### src/rtl/mac_pkg.sv
// rtl/mac_pkg.sv - shared constants and state codes for the MAC controller
package mac_pkg;

  localparam int DATA_W    = 4;
  localparam int ACC_W     = 12;
  localparam int CNT_W_DEF = 4;
  localparam int STATE_W   = 4;

  localparam logic [STATE_W-1:0] IDLE    = 4'd0;
  localparam logic [STATE_W-1:0] CLEAR   = 4'd1;
  localparam logic [STATE_W-1:0] WAIT_IN = 4'd2;
  localparam logic [STATE_W-1:0] MUL     = 4'd3;
  localparam logic [STATE_W-1:0] ACC     = 4'd4;
  localparam logic [STATE_W-1:0] CHECK   = 4'd5;
  localparam logic [STATE_W-1:0] OUT     = 4'd6;
  localparam logic [STATE_W-1:0] DONE    = 4'd7;

endpackage

### src/rtl/mac_clr_timer.sv
// rtl/mac_clr_timer.sv - down-counter that sizes the CLEAR phase
module mac_clr_timer #(
  parameter int CLR_CYCLES = 1
) (
  input  logic clk_out,
  input  logic rst,
  input  logic load,
  input  logic run,
  output logic expired
);

  logic [1:0] cnt;

  // Loaded with CLR_CYCLES-1 so the final CLEAR cycle is the one that sees zero.
  always_ff @(posedge clk_out or posedge rst) begin
    if (rst) begin
      cnt <= 2'd0;
    end else if (load) begin
      cnt <= 2'(CLR_CYCLES - 1);
    end else if (run && (cnt != 2'd0)) begin
      cnt <= cnt - 2'd1;
    end
  end

  assign expired = run && (cnt == 2'd0);

endmodule

### src/rtl/mac_sequencer.sv
// rtl/mac_sequencer.sv - control FSM sequencing the 4x4 MAC datapath loads
module mac_sequencer
  import mac_pkg::*;
#(
  parameter int CNT_W      = CNT_W_DEF,
  parameter int CLR_CYCLES = 1
) (
  input  logic             clk_out,
  input  logic             rst,
  input  logic             start,
  input  logic             abort,
  input  logic             in_valid,
  output logic             in_ready,
  input  logic             CMP,
  input  logic [CNT_W-1:0] count_out,
  output logic             ld_a,
  output logic             ld_b,
  output logic             ld_m,
  output logic             ld_acc,
  output logic             ld_out,
  output logic             count_enb,
  output logic             count_reset,
  output logic             acc_clr,
  output logic             busy,
  output logic             done,
  output logic [CNT_W-1:0] terms
);

  logic [STATE_W-1:0] state;
  logic [STATE_W-1:0] state_nxt;
  logic               clr_expired;
  logic               live;

  mac_clr_timer #(
    .CLR_CYCLES(CLR_CYCLES)
  ) u_clr_timer (
    .clk_out (clk_out),
    .rst     (rst),
    .load    ((state == IDLE) && start),
    .run     (state == CLEAR),
    .expired (clr_expired)
  );

  always_comb begin
    state_nxt = state;
    case (state)
      IDLE:    if (start) state_nxt = CLEAR;
      CLEAR:   if (clr_expired) state_nxt = WAIT_IN;
      WAIT_IN: if (in_valid) state_nxt = MUL;
      MUL:     state_nxt = ACC;
      ACC:     state_nxt = CHECK;
      CHECK:   state_nxt = CMP ? OUT : WAIT_IN;
      OUT:     state_nxt = DONE;
      DONE:    state_nxt = IDLE;
      default: state_nxt = IDLE;
    endcase
    if (abort && (state != IDLE)) begin
      state_nxt = IDLE;
    end
  end

  always_ff @(posedge clk_out or posedge rst) begin
    if (rst) begin
      state <= IDLE;
    end else begin
      state <= state_nxt;
    end
  end

  // An aborting cycle must not disturb the datapath, so every strobe is masked by abort.
  assign live        = !abort;
  assign busy        = (state != IDLE);
  assign in_ready    = (state == WAIT_IN) && live;
  assign ld_a        = (state == WAIT_IN) && in_valid && live;
  assign ld_b        = (state == WAIT_IN) && in_valid && live;
  assign ld_m        = (state == MUL) && live;
  assign ld_acc      = (state == ACC) && live;
  assign count_enb   = (state == ACC) && live;
  assign count_reset = (state == CLEAR) && live;
  assign acc_clr     = (state == CLEAR) && live;
  assign ld_out      = (state == OUT) && live;
  assign done        = (state == DONE) && live;

  always_ff @(posedge clk_out or posedge rst) begin
    if (rst) begin
      terms <= '0;
    end else if ((state == DONE) && live) begin
      terms <= count_out;
    end
  end

endmodule

### config.mk
export PLATFORM = sky130hd
export DESIGN_NAME = mac_sequencer
export DESIGN_NICKNAME = d
export VERILOG_FILES = /design/src/rtl/mac_pkg.sv /design/src/rtl/mac_clr_timer.sv /design/src/rtl/mac_sequencer.sv
export SDC_FILE = /design/constraint.sdc
export NUM_CORES = 1
export LEC_CHECK = 0
export CAP_MARGIN = 20
export CORE_UTILIZATION = 40
export CTS_CLUSTER_DIAMETER = 80
export DETAILED_ROUTE_END_ITERATION = 7
export PLACE_DENSITY = 0.85
export SLEW_MARGIN = 20
export SYNTH_ARGS = -nofsm -noshare
export SYNTH_HDL_FRONTEND = slang
export SYNTH_HIERARCHICAL = 1
export SYNTH_SLANG_ARGS = --single-unit
### constraint.sdc
create_clock -name clk_out -period 1.7 [get_ports clk_out]
set_input_delay 0.17 -clock clk_out [delete_from_list [all_inputs] [get_ports clk_out]]
set_output_delay 0.17 -clock clk_out [all_outputs]
set_load 0.03 [all_outputs]
==> implementation parameters, run 1 <==
Parameter                              Value

Timing
  Crit share post-route    0.935
  Count of pins over their slew limit    0
  Setup-failing EPs final    0
  FMAX    629 MHz
  Setup TNS    0 ns
  Worst-case headroom to the max-slew limit    0.722
  Actual slew at the worst max-slew pin    0.416 ns
  Shortest clock period the worst path allows after layout    1.59 ns
  Post-Route Skew    0.00167 ns
  Worst Hold Slack    0.110 ns
  Post-route worst setup slack    0.111 ns
  Hold Vio Cnt, Final    0
  RSZ-0062 raised after global routing    false

Route
  Mean number of vias per cell    4.92
  Detailed-route DRC error count    0
  Final routed wirelength across all metal layers    1190 um
  Antenna Violating Nets Remaining    0
  Count of routing violations after the opening detailed-route iteration    8
  Detailed-route wire length per cell    11.7 um
  DR vias    497
  Number of detailed-routing iterations run before antenna repair    2

CTS
  Root Buffer    sky130_fd_sc_hd__clkbuf_4
  TritonCTS clock tree    done
  Number of buffers inserted by hold repair at cts    0
  TritonCTS Buffers    3
  Register clock-pin slew on the reported worst setup and hold paths    0.06 ns
  Worst-case clock buffer depth    2
  Skew-Pair Late Insertion Delay    0.25 ns
  Number of clock sinks    9
  H-tree depth reported by CTS    1

Pwr
  Cell area power density    1300 nW/um^2
  Tot Pwr    1100 uW
  Leak Pwr    0.000469 uW
  Peak supply drop    0.875 mV

Synth
  Post-Syn Nets    70
  Average cell area after synthesis    9.92 um^2
  Synthesized cell area    586 um^2
  Synth Warn #    6
  Number of different library cells in the post-synthesis netlist    27
  Number of enable-type register cells in the synthesized netlist    0
  Main flop type after synthesis    sky130_fd_sc_hd__dfrtp_1
  Proportion of register bits with asynchronous set or reset after synthesis    1.00
  Post-Synthesis Cells    59
  Number of storage elements in the synthesis netlist    9
  Post-synth top cells    sky130_fd_sc_hd__dfrtp_1, sky130_fd_sc_hd__inv_1, sky130_fd_sc_hd__mux2_1, sky130_fd_sc_hd__nor2_1
  Largest cells by area after synthesis    sky130_fd_sc_hd__dfrtp_1, sky130_fd_sc_hd__mux2_1, sky130_fd_sc_hd__nand4b_4, sky130_fd_sc_hd__buf_4, sky130_fd_sc_hd__buf_6
  Proportion of synthesized chip area in sequential cells    0.385
  Top-area cell type share of the netlist area    0.385
  Cell with the most instances after synthesis    sky130_fd_sc_hd__dfrtp_1
  Post-synthesis cell type with the largest combined area    sky130_fd_sc_hd__dfrtp_1

Worst setup path
  Kind of critical path    flop to primary output
  Critical path startpoint category    flop
  Critical register-to-register path endpoint    u_clr_timer/cnt[0]
  Category of the worst setup path capture point    primary output
  Data arrival, critical path    1.42 ns
  R2R cell count    4
  Worst reg2reg startpoint    state[1]
  Worst-case register-to-register setup slack    0.15 ns
  Data required time at the worst endpoint    1.53 ns
  Max Fanout on Critical Path    5

Die
  Chip height    40.3 um
  Area enclosed by the die boundary    1620 um^2
  Die extent in x    40.3 um
  Placement Rows    13
  Core Box Area    1330 um^2
  Effective utilization at floorplan    0.439
  IO Pins    25

Global routing
  Global-route wire length before repair    1790 um
  Maximum number of pins on one net before global-route repair    10
  Final global-route overflow total    0
  Via count of the first global-routing pass    436
  Global routing usage summed across all routing layers    0.174
  Initial antenna violation count    0

Placement
  Post-DP HPWL    985 um
  Pre-CTS WS    0.0410 ns
  Number of buffers added on ports    24
  Final estimated routing congestion in global placement    0.753

Layout
  Antenna Cells    0
  Layout cells sized above 1    0.314
  Number of nets in the layout    98
  Synth-to-Final Area Change    44.4%

Min path
  Tightest Hold Check Type    input port to asynchronous set/reset pin

Flow run
  Maxcap violations    0

Run status
  Result of the run    finished, final reports clean
## report_power, final
| group | internal (uW) | total (uW) | switching (uW) |
|---|---|---|---|
| logic | 287 | 607 | 320 |
| clock network | 90.0 | 159 | 68.5 |
| registers | 272 | 332 | 60.0 |
| total | 649 | 1100 | 448 |
## metrics by stage
| stage | std cells | util | cell area, um^2 |
|---|---|---|---|
| 2_1_floorplan | 59 | - | 591 |
| 3_3_place_gp | 97 | 0.609 | 812 |
| 3_5_place_dp | 97 | 0.609 | 812 |
| 4_1_cts | 101 | 0.628 | 837 |
| 5_1_grt | 101 | 0.634 | 846 |
| 6_report | 101 | 0.634 | 846 |
## worst max-delay path, cell delays in order (launching register included)
cell                            delay [ns]
sky130_fd_sc_hd__dfrtp_1              0.45
sky130_fd_sc_hd__or3_1                0.36
sky130_fd_sc_hd__dlygate4sd2_1        0.36
## registers in the layout (all words and copies together) (netlist names)
register / cells
state: 3
u_clr_timer/cnt: 2
terms: 4
## layout make-up
| type | count | area, um^2 |
|---|---|---|
| fill | 111 | 488 |
| multi-input combinational | 38 | 300 |
| timing repair buffer | 29 | 251 |
| sequential | 9 | 226 |
| clock buffer | 4 | 26.3 |
| inverter | 6 | 22.5 |
| tap | 15 | 18.8 |
## worst max-delay path by stage
stage | startpoint | to | slack [ns]
floorplan | state[0] | ld_acc | 0.09
global placement | state[1] | u_clr_timer/cnt[0] | 0.10
detailed placement | state[1] | u_clr_timer/cnt[0] | 0.04
CTS | state[1] | u_clr_timer/cnt[0] | 0.04
global route | state[0] | ld_acc | 0.02
finish | state[2] | busy | 0.11
## placed cells by master (no fill, tap or decap), types with 3 or more instances in the layout
| cell type | instances |
|---|---|
| sky130_fd_sc_hd__clkbuf_4 | 3 |
| sky130_fd_sc_hd__mux2_1 | 5 |
| sky130_fd_sc_hd__dfrtp_1 | 8 |
| sky130_fd_sc_hd__buf_4 | 15 |
| sky130_fd_sc_hd__inv_1 | 6 |
| sky130_fd_sc_hd__clkdlybuf4s50_1 | 13 |
| sky130_fd_sc_hd__nor2_1 | 4 |
| sky130_fd_sc_hd__nor2b_1 | 3 |
## what timing repair did
action | 4_1_cts | 5_1_grt
gates cloned | 0 | 0
setup buffers | 0 | 0
setup endpoints to repair | 1 | 7
resized for setup | 1 | 3
## logic make-up (layout without fill, tap and decap cells)
logic type / Yosys count / after routing / share of synthesized area
AOI/OAI and AO/OA: 7 / 7 / 0.0769
and+or+nand+nor: 24 / 24 / 0.278
muxes: 6 / 6 / 0.115
adders and majority gates: 1 / 1 / 0.0214
buffers and inverters: 12 / 39 / 0.124
DFF: 9 / 9 / 0.385
## per-layer routing
layer | up-vias | track usage | routed length (um)
li1 | 249 | - | -
met1 | 235 | 0.197 | 485
met2 | 13 | 0.302 | 650
met3 | 0 | 0.0667 | 50
met4 | 0 | 0.0500 | 0
met5 | - | 0 | 0
No activity file was read; power rests on OpenSTA's default activity.
==> run 2: changes to the inputs <==
--- a/config.mk
+++ b/config.mk
@@ -6,10 +6,12 @@
 export NUM_CORES = 1
 export LEC_CHECK = 0
 export CAP_MARGIN = 20
-export CORE_UTILIZATION = 40
+export CORE_MARGIN = 2
+export CORE_UTILIZATION = 35
 export CTS_CLUSTER_DIAMETER = 80
 export DETAILED_ROUTE_END_ITERATION = 7
-export PLACE_DENSITY = 0.85
+export PLACE_DENSITY = 0.77
+export REMOVE_ABC_BUFFERS = 1
 export SLEW_MARGIN = 20
 export SYNTH_ARGS = -nofsm -noshare
 export SYNTH_HDL_FRONTEND = slang
==> implementation parameters, run 2 (synthesized netlist as in run 1, its figures left out) <==
Parameter                              Value

Timing
  Worst-case headroom to the max-slew limit    0.734
  FMAX    613 MHz
  Shortest clock period the worst path allows after layout    1.63 ns
  Post-Route Skew    0.00504 ns
  Count of pins over their slew limit    0
  Actual slew at the worst max-slew pin    0.398 ns
  Crit share post-route    0.959
  Hold Vio Cnt, Final    0
  Setup TNS    0 ns
  RSZ-0062 raised after global routing    false
  Setup-failing EPs final    0

Global routing
  Global routing usage summed across all routing layers    0.131
  Initial antenna violation count    0
  Maximum number of pins on one net before global-route repair    10
  Final global-route overflow total    0
  Via count of the first global-routing pass    471
  Global-route wire length before repair    1910 um

Pwr
  Cell area power density    1280 nW/um^2
  Leak Pwr    0.000469 uW
  Peak supply drop    0.561 mV

Route
  Count of routing violations after the opening detailed-route iteration    8
  Mean number of vias per cell    4.82
  Number of detailed-routing iterations run before antenna repair    2
  Detailed-route DRC error count    0
  Detailed-route wire length per cell    10.7 um
  Antenna Violating Nets Remaining    0
  Final routed wirelength across all metal layers    1110 um
  DR vias    496

Layout
  Final instance area    841 um^2
  Area occupied by registers    225 um^2
  Commonest cells after routing, fill and taps aside    sky130_fd_sc_hd__buf_4, sky130_fd_sc_hd__clkdlybuf4s50_1, sky130_fd_sc_hd__dfrtp_1
  Synth-to-Final Area Change    43.6%
  Antenna Cells    0
  Layout cells sized above 1    0.276
  Largest register FFs    4
  Multi-input gate area    288 um^2
  Fraction of the core area covered by cells at the end of the flow    0.545
  Most common library cell in the layout ignoring fill and taps    sky130_fd_sc_hd__buf_4
  Top flop regs    terms (4), state (3), u_clr_timer/cnt (2)
  Biggest register    terms
  Number of nets in the layout    99
  Final Non-Filler Cells    103
  Layout filler cell count    131

CTS
  Number of clock sinks    9
  Worst-case clock buffer depth    2
  Root Buffer    sky130_fd_sc_hd__clkbuf_4
  Number of buffers inserted by hold repair at cts    0
  Post-CTS Setup Bufs    0
  Register clock-pin slew on the reported worst setup and hold paths    0.06 ns
  Skew-Pair Late Insertion Delay    0.25 ns
  H-tree depth reported by CTS    1
  TritonCTS Buffers    3
  Number of gates resized after CTS    1
  TritonCTS clock tree    done

Worst setup path
  Cells along the critical path    or3_1, dlygate4sd2_1
  Kind of critical path    flop to primary output
  Data arrival, critical path    1.46 ns
  Slowest cell on crit path    sky130_fd_sc_hd__dfrtp_1
  Largest stage delay, worst path    0.47 ns
  Critical path startpoint category    flop
  Max Fanout on Critical Path    8
  Category of the worst setup path capture point    primary output
  Data required time at the worst endpoint    1.53 ns

Placement
  Placed cell area    816 um^2
  Post-DP HPWL    926 um
  Final estimated routing congestion in global placement    0.731
  Number of buffers added on ports    24
  Cell count after placement    99

Die
  Effective utilization at floorplan    0.380
  IO Pins    25
  Core Box Area    1540 um^2
  Chip height    44.9 um
  Placement Rows    14
  Area enclosed by the die boundary    2020 um^2
  Die extent in x    44.9 um

Flow run
  Maxcap violations    0

Run status
  Result of the run    finished, final reports clean

Min path
  Tightest Hold Check Type    input port to asynchronous set/reset pin
[run 2: cell types whose count changed in the layout (fill, tap and decap cells not counted), sizes merged]
cell,before,now
buf,15,16
[run 2: final cells by class]
cell class	instances	area share
Multi-Input combinational cell	38	0.342
Timing Repair Buffer	30	0.308
Sequential cell	9	0.268
Clock buffer	4	0.0313
Inverter	6	0.0268
Tap cell	16	0.0238
[run 2: report_power, final]
group | leakage, uW | total (uW) | switching (uW) | internal [uW]
combinational | 0.000332 | 580 | 298 | 282
clock | 0.0000150 | 157 | 67.5 | 90.0
sequential | 0.000122 | 335 | 66.6 | 269
[run 2: metrics by stage]
step	worst slack [ns]	power, uW	hold slack (ns)
3_5_place_dp	0.0937	940	0.367
3_3_place_gp	0.114	926	0.356
2_1_floorplan	-0.312	706	-0.0888
6_report	0.0699	1070	0.107
5_1_grt	0.0129	1170	0.128
4_1_cts	0.0574	1090	0.0995
[run 2: critical path, delay by kind of cell, from the launching register on]
| kind | cells | cell delay, ns |
|---|---|---|
| and+or+nand+nor | 1 | 0.38 |
| buffers and inverters | 1 | 0.36 |
| DFF | 1 | 0.47 |
[run 2: layer usage]
metal,track usage,up-vias,part of all wire
li1,-,248,-
met5,0,-,0
met3,0.0360,2,0.062
met2,0.223,13,0.48
met4,0.0706,0,0.0036
met1,0.148,233,0.45
[run 2: final timing paths]
kind / startpoint / to / slack, ns / depth (start not counted)
setup reg to reg: state[1] / u_clr_timer/cnt[0] / 0.14 / 3
hold / removal: rst / u_clr_timer/cnt[1] / 0.11 / 2
hold reg to reg: terms[3] / terms[3] / 0.49 / 1
max in group asynchronous: rst / terms[1] / 1.30 / 2
min in group clk_out: terms[3] / terms[3] / 0.49 / 1
setup / recovery: state[1] / busy / 0.07 / 2
